File: src/rtl/data_bus_pkg.sv
// Shared constants and types for the CPU data-bus hub: default sizes,
// source-index assignments and the bus word type.
package data_bus_pkg;

   localparam int DATA_BUS_WIDTH = 16;
   localparam int DATA_BUS_N_SRC = 8;

   localparam int SRC_DST      = 0;
   localparam int SRC_SRC      = 1;
   localparam int SRC_RAM      = 2;
   localparam int SRC_PC       = 3;
   localparam int SRC_OPERAND  = 4;
   localparam int SRC_KEYBOARD = 5;
   localparam int SRC_SP       = 6;
   localparam int SRC_SPARE    = 7;

   typedef logic [DATA_BUS_WIDTH-1:0] bus_word_t;

endpackage

File: src/rtl/data_bus_hub_n_if.sv
// Signal bundle between the control unit / sources and the data-bus hub.
// The master drives sources and controls; the slave is the hub itself.
interface data_bus_hub_n_if
   import data_bus_pkg::*;
#(
   parameter int WIDTH     = DATA_BUS_WIDTH,
   parameter int N_SRC     = DATA_BUS_N_SRC,
   parameter int CNT_WIDTH = 8
);
   localparam int SRC_IDX_W = $clog2(N_SRC);

   logic [N_SRC*WIDTH-1:0] SRC_DATA;
   logic [N_SRC-1:0]       SRC_EN;
   logic [WIDTH-1:0]       ALWAYS_ON;
   logic                   HOLD;
   logic                   CLEAR_ERR;
   logic [WIDTH-1:0]       DATA_BUS;
   logic [WIDTH-1:0]       DATA_BUS_Q;
   logic                   BUS_VALID;
   logic [SRC_IDX_W-1:0]   LAST_SRC;
   logic                   CONTENTION;
   logic                   CONTENTION_STICKY;
   logic [CNT_WIDTH-1:0]   CONTENTION_COUNT;

   modport master (
      output SRC_DATA, SRC_EN, ALWAYS_ON, HOLD, CLEAR_ERR,
      input  DATA_BUS, DATA_BUS_Q, BUS_VALID, LAST_SRC,
             CONTENTION, CONTENTION_STICKY, CONTENTION_COUNT
   );

   modport slave (
      input  SRC_DATA, SRC_EN, ALWAYS_ON, HOLD, CLEAR_ERR,
      output DATA_BUS, DATA_BUS_Q, BUS_VALID, LAST_SRC,
             CONTENTION, CONTENTION_STICKY, CONTENTION_COUNT
   );

endinterface

File: src/rtl/bus_enable_decoder.sv
// Classifies the bus-enable vector: any / exactly-one / several set,
// plus the encoded index of the lowest set enable.
module bus_enable_decoder #(
   parameter int  N_SRC     = 8,
   localparam int SRC_IDX_W = $clog2(N_SRC)
) (
   input  logic [N_SRC-1:0]     src_en,
   output logic                 any_en,
   output logic                 one_hot,
   output logic                 multi_en,
   output logic [SRC_IDX_W-1:0] low_idx
);

   logic [N_SRC-1:0] rest_bits;

   // Clearing the lowest set bit leaves zero only when at most one bit was set.
   assign rest_bits = src_en & (src_en - N_SRC'(1));
   assign any_en    = |src_en;
   assign one_hot   = any_en & ~(|rest_bits);
   assign multi_en  = |rest_bits;

   always_comb begin
      low_idx = '0;
      for (int i = N_SRC - 1; i >= 0; i--) begin
         if (src_en[i]) low_idx = SRC_IDX_W'(i);
      end
   end

endmodule

File: src/rtl/data_bus_hub_n.sv
// Data-bus hub: OR-merge of gated sources, registered keeper copy with
// last-driver tracking; contention logic only with DATA_BUS_CONTENTION_CHECK_EN.
module data_bus_hub_n
   import data_bus_pkg::*;
#(
   parameter int WIDTH     = DATA_BUS_WIDTH,
   parameter int N_SRC     = DATA_BUS_N_SRC,
   parameter int CNT_WIDTH = 8
) (
   input  logic            CLK,
   input  logic            RESET,
   data_bus_hub_n_if.slave bus
);

   localparam int SRC_IDX_W = $clog2(N_SRC);

   logic [WIDTH-1:0]     gated [N_SRC];
   logic [WIDTH-1:0]     merged;
   logic                 any_en;
   logic                 one_hot;
   logic                 multi_en;
   logic [SRC_IDX_W-1:0] low_idx;

   logic [WIDTH-1:0]     data_q_reg;
   logic                 valid_reg;
   logic [SRC_IDX_W-1:0] last_src_reg;

   bus_enable_decoder #(.N_SRC(N_SRC)) u_dec (
      .src_en   (bus.SRC_EN),
      .any_en   (any_en),
      .one_hot  (one_hot),
      .multi_en (multi_en),
      .low_idx  (low_idx)
   );

   for (genvar gi = 0; gi < N_SRC; gi++) begin : g_gate
      assign gated[gi] = bus.SRC_DATA[gi*WIDTH +: WIDTH] & {WIDTH{bus.SRC_EN[gi]}};
   end

   always_comb begin
      merged = bus.ALWAYS_ON;
      for (int i = 0; i < N_SRC; i++) merged = merged | gated[i];
   end

   assign bus.DATA_BUS = merged;

   // The unconditional term alone never loads the keeper.
   always_ff @(posedge CLK or posedge RESET) begin
      if (RESET) begin
         data_q_reg   <= '0;
         valid_reg    <= 1'b0;
         last_src_reg <= '0;
      end else if (!bus.HOLD) begin
         valid_reg <= any_en;
         if (any_en)  data_q_reg   <= merged;
         if (one_hot) last_src_reg <= low_idx;
      end
   end

   assign bus.DATA_BUS_Q = data_q_reg;
   assign bus.BUS_VALID  = valid_reg;
   assign bus.LAST_SRC   = last_src_reg;

`ifdef DATA_BUS_CONTENTION_CHECK_EN
   logic                 sticky_reg;
   logic [CNT_WIDTH-1:0] count_reg;

   // A contention in the same cycle as a clear restarts the count at one.
   always_ff @(posedge CLK or posedge RESET) begin
      if (RESET) begin
         sticky_reg <= 1'b0;
         count_reg  <= '0;
      end else if (multi_en && !bus.HOLD) begin
         sticky_reg <= 1'b1;
         if (bus.CLEAR_ERR)       count_reg <= CNT_WIDTH'(1);
         else if (count_reg != '1) count_reg <= count_reg + CNT_WIDTH'(1);
      end else if (bus.CLEAR_ERR) begin
         sticky_reg <= 1'b0;
         count_reg  <= '0;
      end
   end

   assign bus.CONTENTION        = multi_en;
   assign bus.CONTENTION_STICKY = sticky_reg;
   assign bus.CONTENTION_COUNT  = count_reg;
`else
   logic unused_contention;
   assign unused_contention     = &{1'b0, multi_en, bus.CLEAR_ERR};
   assign bus.CONTENTION        = 1'b0;
   assign bus.CONTENTION_STICKY = 1'b0;
   assign bus.CONTENTION_COUNT  = '0;
`endif

endmodule

File: src/flat_wrapper.sv
// flat-port wrapper written by rule: the top's interface ports become plain ports
module data_bus_hub_n_flat import data_bus_pkg::*;
#(
   parameter int WIDTH     = DATA_BUS_WIDTH,
   parameter int N_SRC     = DATA_BUS_N_SRC,
   parameter int CNT_WIDTH = 8
)
  (CLK, RESET, bus_SRC_DATA, bus_SRC_EN, bus_ALWAYS_ON, bus_HOLD, bus_CLEAR_ERR, bus_DATA_BUS, bus_DATA_BUS_Q, bus_BUS_VALID, bus_LAST_SRC, bus_CONTENTION, bus_CONTENTION_STICKY, bus_CONTENTION_COUNT);
  data_bus_hub_n_if #(.WIDTH(WIDTH), .N_SRC(N_SRC), .CNT_WIDTH(CNT_WIDTH)) bus_i ();
  input  logic CLK;
  input  logic RESET;
  input wire logic [$bits(bus_i.SRC_DATA)-1:0] bus_SRC_DATA;
  input wire logic [$bits(bus_i.SRC_EN)-1:0] bus_SRC_EN;
  input wire logic [$bits(bus_i.ALWAYS_ON)-1:0] bus_ALWAYS_ON;
  input wire logic [$bits(bus_i.HOLD)-1:0] bus_HOLD;
  input wire logic [$bits(bus_i.CLEAR_ERR)-1:0] bus_CLEAR_ERR;
  output wire logic [$bits(bus_i.DATA_BUS)-1:0] bus_DATA_BUS;
  output wire logic [$bits(bus_i.DATA_BUS_Q)-1:0] bus_DATA_BUS_Q;
  output wire logic [$bits(bus_i.BUS_VALID)-1:0] bus_BUS_VALID;
  output wire logic [$bits(bus_i.LAST_SRC)-1:0] bus_LAST_SRC;
  output wire logic [$bits(bus_i.CONTENTION)-1:0] bus_CONTENTION;
  output wire logic [$bits(bus_i.CONTENTION_STICKY)-1:0] bus_CONTENTION_STICKY;
  output wire logic [$bits(bus_i.CONTENTION_COUNT)-1:0] bus_CONTENTION_COUNT;
  assign bus_i.SRC_DATA = bus_SRC_DATA;
  assign bus_i.SRC_EN = bus_SRC_EN;
  assign bus_i.ALWAYS_ON = bus_ALWAYS_ON;
  assign bus_i.HOLD = bus_HOLD;
  assign bus_i.CLEAR_ERR = bus_CLEAR_ERR;
  assign bus_DATA_BUS = bus_i.DATA_BUS;
  assign bus_DATA_BUS_Q = bus_i.DATA_BUS_Q;
  assign bus_BUS_VALID = bus_i.BUS_VALID;
  assign bus_LAST_SRC = bus_i.LAST_SRC;
  assign bus_CONTENTION = bus_i.CONTENTION;
  assign bus_CONTENTION_STICKY = bus_i.CONTENTION_STICKY;
  assign bus_CONTENTION_COUNT = bus_i.CONTENTION_COUNT;
  data_bus_hub_n #(.WIDTH(WIDTH), .N_SRC(N_SRC), .CNT_WIDTH(CNT_WIDTH)) u_core (.CLK(CLK), .RESET(RESET), .bus(bus_i));
endmodule
File: config.mk
export PLATFORM = sky130hd
export DESIGN_NAME = data_bus_hub_n_flat
export DESIGN_NICKNAME = d
export VERILOG_FILES = /design/src/rtl/data_bus_pkg.sv /design/src/rtl/data_bus_hub_n_if.sv /design/src/rtl/bus_enable_decoder.sv /design/src/rtl/data_bus_hub_n.sv /design/src/flat_wrapper.sv
export SDC_FILE = /design/constraint.sdc
export NUM_CORES = 1
export LEC_CHECK = 0
export ABC_AREA = 1
export ABC_CLOCK_PERIOD_IN_PS = 1200
export CORE_MARGIN = 2
export CORE_UTILIZATION = 30
export CTS_BUF_LIST = sky130_fd_sc_hd__clkbuf_4 sky130_fd_sc_hd__clkbuf_8 sky130_fd_sc_hd__clkbuf_16
export DETAILED_ROUTE_END_ITERATION = 10
export PLACE_DENSITY = 0.89
export REMOVE_ABC_BUFFERS = 1
export SYNTH_ARGS = -nofsm -noshare
export SYNTH_HDL_FRONTEND = slang
export SYNTH_SLANG_ARGS = --single-unit
File: constraint.sdc
create_clock -name CLK -period 1.2 [get_ports CLK]
set_input_delay 0.24 -clock CLK [delete_from_list [all_inputs] [get_ports CLK]]
set_output_delay 0.24 -clock CLK [all_outputs]
set_load 0.05 [all_outputs]
After elaboration in Yosys (flattened, before gate mapping)
Index checks and enable logic that the tools add are counted.
- bits in registers: 20
- bits of input ports: 156
- output and inout port bits: 46
- logic and storage cells: 36
- add/sub/neg operators: 1
- multiplexer cells: 8
- bitwise operators: 20
- reduce and logical (&&, ||, !) cells: 4
- operators by type and width (kind ; count):
    bitwise AND 16 bit ; 8
    OR 16 bit ; 8
    2-to-1 mux 3 bit ; 8
    OR reduction 8 bit ; 2
    bitwise AND 8 bit ; 1
    subtractor 8 x 1 -> 8 bit (second input constant) ; 1
    AND reduction 2 bit ; 2
    inverter 1 bit ; 2
    bitwise AND 1 bit ; 1

Longest topological paths before layout
- depth after elaboration: 9
- depth in mapped cells: 9
- gate-level depth less buffers: 8

By module
From an unflattened synthesis, not the netlist that was laid out.
- cells, all modules: 405
- area total of the unflattened synthesis: 2262.2 um^2
- modules (own cells, without submodules) (module ; instances ; cells each ; area an instance (um^2) ; sequential area each (um^2)):
    data_bus_hub_n ; 1 ; 363 ; 2059.5 ; 500.5
    bus_enable_decoder ; 1 ; 42 ; 202.7 ; 0.0

Worst setup path after synthesis
OpenSTA, ideal clock, no wires.
- path type: input to register
- from: input bus_SRC_EN[1]
- to: register u_core.data_q_reg[11], in the netlist u_core.bus.DATA_BUS_Q[11]
- setup time: 123 ps
- arrival: 1515 ps
- required time: 1077 ps
- setup slack: -438 ps
- stages: 8
- buffers on the path: 2
- cells stage by stage: buf_4 > buf_2 > nand2_1 > nand3_1 > nor2_1 > nand4_1 > nand2_1 > nand2_1
- longest elaborated chain between the ends: 8
- elaborated cells between the ends (all ways): 10
- those cells by class: 8 x bitwise; 2 x reduce/logical
- RTL lines (what ; RTL line ; text):
    start: declaration ; flat_wrapper.sv:13 ; input wire logic [$bits(bus_i.SRC_EN)-1:0] bus_SRC_EN;
    bitwise AND 16 bit ; data_bus_hub_n.sv:37 ; assign gated[gi] = bus.SRC_DATA[gi*WIDTH +: WIDTH] & {WIDTH{bus.SRC_EN[gi]}};
    OR 16 bit (7 in series) ; data_bus_hub_n.sv:42 ; for (int i = 0; i < N_SRC; i++) merged = merged | gated[i];
    via bus_DATA_BUS[11] ; flat_wrapper.sv:17 ; output wire logic [$bits(bus_i.DATA_BUS)-1:0] bus_DATA_BUS;
    end signal: assignment ; data_bus_hub_n.sv:55 ; if (any_en) data_q_reg <= merged;
    end: declaration ; data_bus_hub_n.sv:24 ; logic [WIDTH-1:0] data_q_reg;
The timed path passes the listed nets, and every way through them passes these cells.
A chain may end at the register's enable or synchronous reset.

Final worst setup path
- from: input bus_SRC_EN[2]
- to: output bus_DATA_BUS[11]
- longest elaborated chain between the ends: 7
- RTL lines (what ; RTL line):
    bitwise AND 16 bit ; data_bus_hub_n.sv:37
    OR 16 bit (6 in series) ; data_bus_hub_n.sv:42
    end: declaration ; flat_wrapper.sv:17
Every way passes these cells.

==> results.tsv <==
stage	metric	value	unit
cells_and_area	most common cell after layout, fill and taps aside	nand2_1	
pwr	Pleak	0.00265	uW
floorplan	die area	7330	um^2
setup_path	Setup CP Type	in2out	
logic_synthesis	Synth Cell Area	2000	um^2
run_status	status	finished with violations	
floorplan	core area	6390	um^2
setup_path	cell family with most CP delay	simple AND/OR/NAND/NOR gates	
placed_design	DP Area	4510	um^2
logic_synthesis	flops & latches, synth	20	
cts	CTS max path bufs	2	
cells_and_area	Layout area overhead	167	%
setup_path	Crit path arrival time	1.28	ns
sta	Period minus WS final	1.52	ns
logic_synthesis	Area contributors post-synth	nand2_1 (37%), dfrtp_1 (25%), nand4_1 (5.3%), a21oi_1 (5.3%), nand3_1 (5.3%)	
sta	Final period util	1.26	
cts	CTS Root Cell	clkbuf_8	
setup_path	Worst setup EP type	output pin	
logic_synthesis	register area share after synthesis	0.250	
cts	TritonCTS clock tree	done	
grt	grt ovf	0	
cells_and_area	commonest non-fill, non-tap cells in the layout	nand2_1 (145), dlygate4sd2_1 (88), buf_4 (47), clkdlybuf4s50_1 (47)	
logic_synthesis	Post-Syn Area per Cell	5.81	um^2
setup_path	Worst EP required	0.96	ns
placed_design	number of port buffers	190	
sta	post-route setup slack	-0.317	ns
cells_and_area	fraction of layout cells with a size suffix above 1	0.360	
floorplan	Die H	85.6	um
logic_synthesis	cell count after synthesis	344	
cells_and_area	NumNets Final	751	
floorplan	Die X	85.6	um
cts	CTS Buf Count	3	
grt	global-route wire length before repair	18100	um
grt	largest net degree at the start of global routing	21	
sta	setup violators final	36	
placed_design	GP Congestion	0.873	
detailed_routing	DRT Wirelength	13000	um
logic_synthesis	library cells used by synthesis	19	
pwr	IR drop worst, VDD	0.688	mV
pwr	pwr dens	654	nW/um^2
cts	CTS Hold Buffers Added	0	
logic_synthesis	Synth top area share	0.368	
cts	H-tree depth	1	
grt	initial antenna violation count	1	
setup_path	critical path launch point type	primary input	
detailed_routing	First DRT Iteration DRCs	165	
cts	# clock sinks	20	
detailed_routing	DRC	0	
floorplan	row count	29	
sta	Final Max Tran Viols	0	
logic_synthesis	warnings from Yosys	0	
min_path	HP Class	in2async	
detailed_routing	vias per inst	5.22	
job	Max Cap Violations	0	
placed_design	Post-DP HPWL	8220	um
sta	Fin Hold WS	0.300	ns
sta	Hold Vio Cnt, Final	0	
detailed_routing	Final ANT Viol Nets	0	
grt	vias in the first global route	3570	
setup_path	CP max-delay cell	nand4_1	
setup_path	CP Cell Sequence	buf_8 -> buf_12 -> nand2_1 -> nand3_2 -> nor2_2 -> nand4_1 -> buf_12	
detailed_routing	DR pass1 iterations	7	
cells_and_area	post-route cell area	5330	um^2
grt	All-Layer GR Usage	0.319	
detailed_routing	routed via count	3510	
pwr	total chip power	3490	uW
floorplan	Starting Density	0.313	
floorplan	IO Count	202	
sta	RSZ-0062 raised after global routing	true	
setup_path	CP peak stage delay	0.24	ns
cts	Clock Latency Late Sink	0.26	ns
detailed_routing	wire length per cell	19.4	um
sta	fmax	659	MHz
setup_path	crit path max fanout	9	
logic_synthesis	largest area contributor in the netlist	nand2_1	
setup_path	Critical Path Most Common Cell	buf_12	
setup_path	Buffers & Inverters on Critical Path	3	
cts	clock slew at reported path FFs	0.09	ns
run_status	failing checks	setup timing	
sta	skew final	0	ns
[what timing repair did]
| item | in CTS | in global routing |
|---|---|---|
| setup buffers | 28 | 13 |
| resized for setup | 237 | 64 |
| cloned | 7 | 0 |
| setup endpoints to repair | 36 | 36 |
| pin swaps | 158 | 69 |
[worst paths after layout]
path                                                       from  cells after the start  slack (ns)                                    end
max in group asynchronous                                 RESET                      3        0.68   u_core.bus.DATA_BUS_Q[6]$_DFFE_PP0P_
setup / recovery                                  bus_SRC_EN[2]                      7       -0.32                       bus_DATA_BUS[11]
setup reg to reg           u_core.bus.DATA_BUS_Q[8]$_DFFE_PP0P_                      2        0.48   u_core.bus.DATA_BUS_Q[8]$_DFFE_PP0P_
min in group CLK                                  bus_SRC_EN[0]                      5        0.46     u_core.bus.LAST_SRC[0]$_DFFE_PP0P_
hold / removal                                            RESET                      3        0.30  u_core.bus.DATA_BUS_Q[12]$_DFFE_PP0P_
hold reg to reg            u_core.bus.DATA_BUS_Q[4]$_DFFE_PP0P_                      2        0.55   u_core.bus.DATA_BUS_Q[4]$_DFFE_PP0P_
[cell type report]
class / instances / area, um^2
Inverter: 11 / 41.3
Tap cell: 77 / 96.3
Timing Repair Buffer: 265 / 2980
Clock buffer: 3 / 41.3
Multi-Input combinational cell: 294 / 1640
Clock inverter: 1 / 30.0
Sequential cell: 20 / 500
Fill cell: 376 / 1050
Antenna cell: 1 / 2.50
[synthesized netlist by cell type]
cell / instances
nor2_1: 17
nand2_2: 2
nor2_2: 2
nand4_1: 17
o21bai_4: 1
a21oi_1: 21
nand3_1: 21
buf_4: 13
inv_1: 11
buf_2: 8
clkbuf_1: 1
conb_1: 1
nor2_4: 2
nand2_1: 196
o21ai_0: 2
nand2_4: 1
dfrtp_1: 20
nor2_8: 2
buf_6: 6
[state kept, by name, summed over array words and instances (netlist names)]
name and cells:
u_core.bus.BUS_VALID 1, u_core.bus.DATA_BUS_Q 16, u_core.bus.LAST_SRC 3
[routing by layer]
metal	up-vias	GRT usage	share of wire
li1	1576	-	-
met1	1644	0.359	0.36
met4	0	0.0938	0.041
met5	-	0	0
met3	48	0.0847	0.087
met2	242	0.587	0.51
[logic make-up (layout without fill, tap and decap cells)]
kind of cell    after synthesis  in the layout  share of synthesized area
other cells                   1             11                    0.00188
flops                        20             20                      0.250
compound gates               24             24                     0.0670
buf+inv                      39            280                      0.125
simple gates                260            260                      0.555
[worst min-delay path: stages]
cell             delay, ns
clkdlybuf4s50_1       0.39
inv_1                 0.05
buf_4                 0.28
[through the flow]
stage	TNS [ns]	setup slack [ns]	cells	util
2_1_floorplan	-2.44	-0.143	325	-
3_5_place_dp	-21.97	-0.686	632	0.706
3_3_place_gp	-20.39	-0.623	632	0.706
5_1_grt	-7.43	-0.364	672	0.835
6_report	-6.36	-0.317	672	0.835
4_1_cts	-4.65	-0.314	662	0.796
[power breakdown]
part           leakage, uW  internal (uW)  total [uW]  switching (uW)
Sequential        0.000226            727         809            81.6
Combinational      0.00239           1010        1980             971
Clock            0.0000357            446         696             251
Total              0.00265           2180        3490            1300
Note: power is estimated with default switching activity, not from simulation.
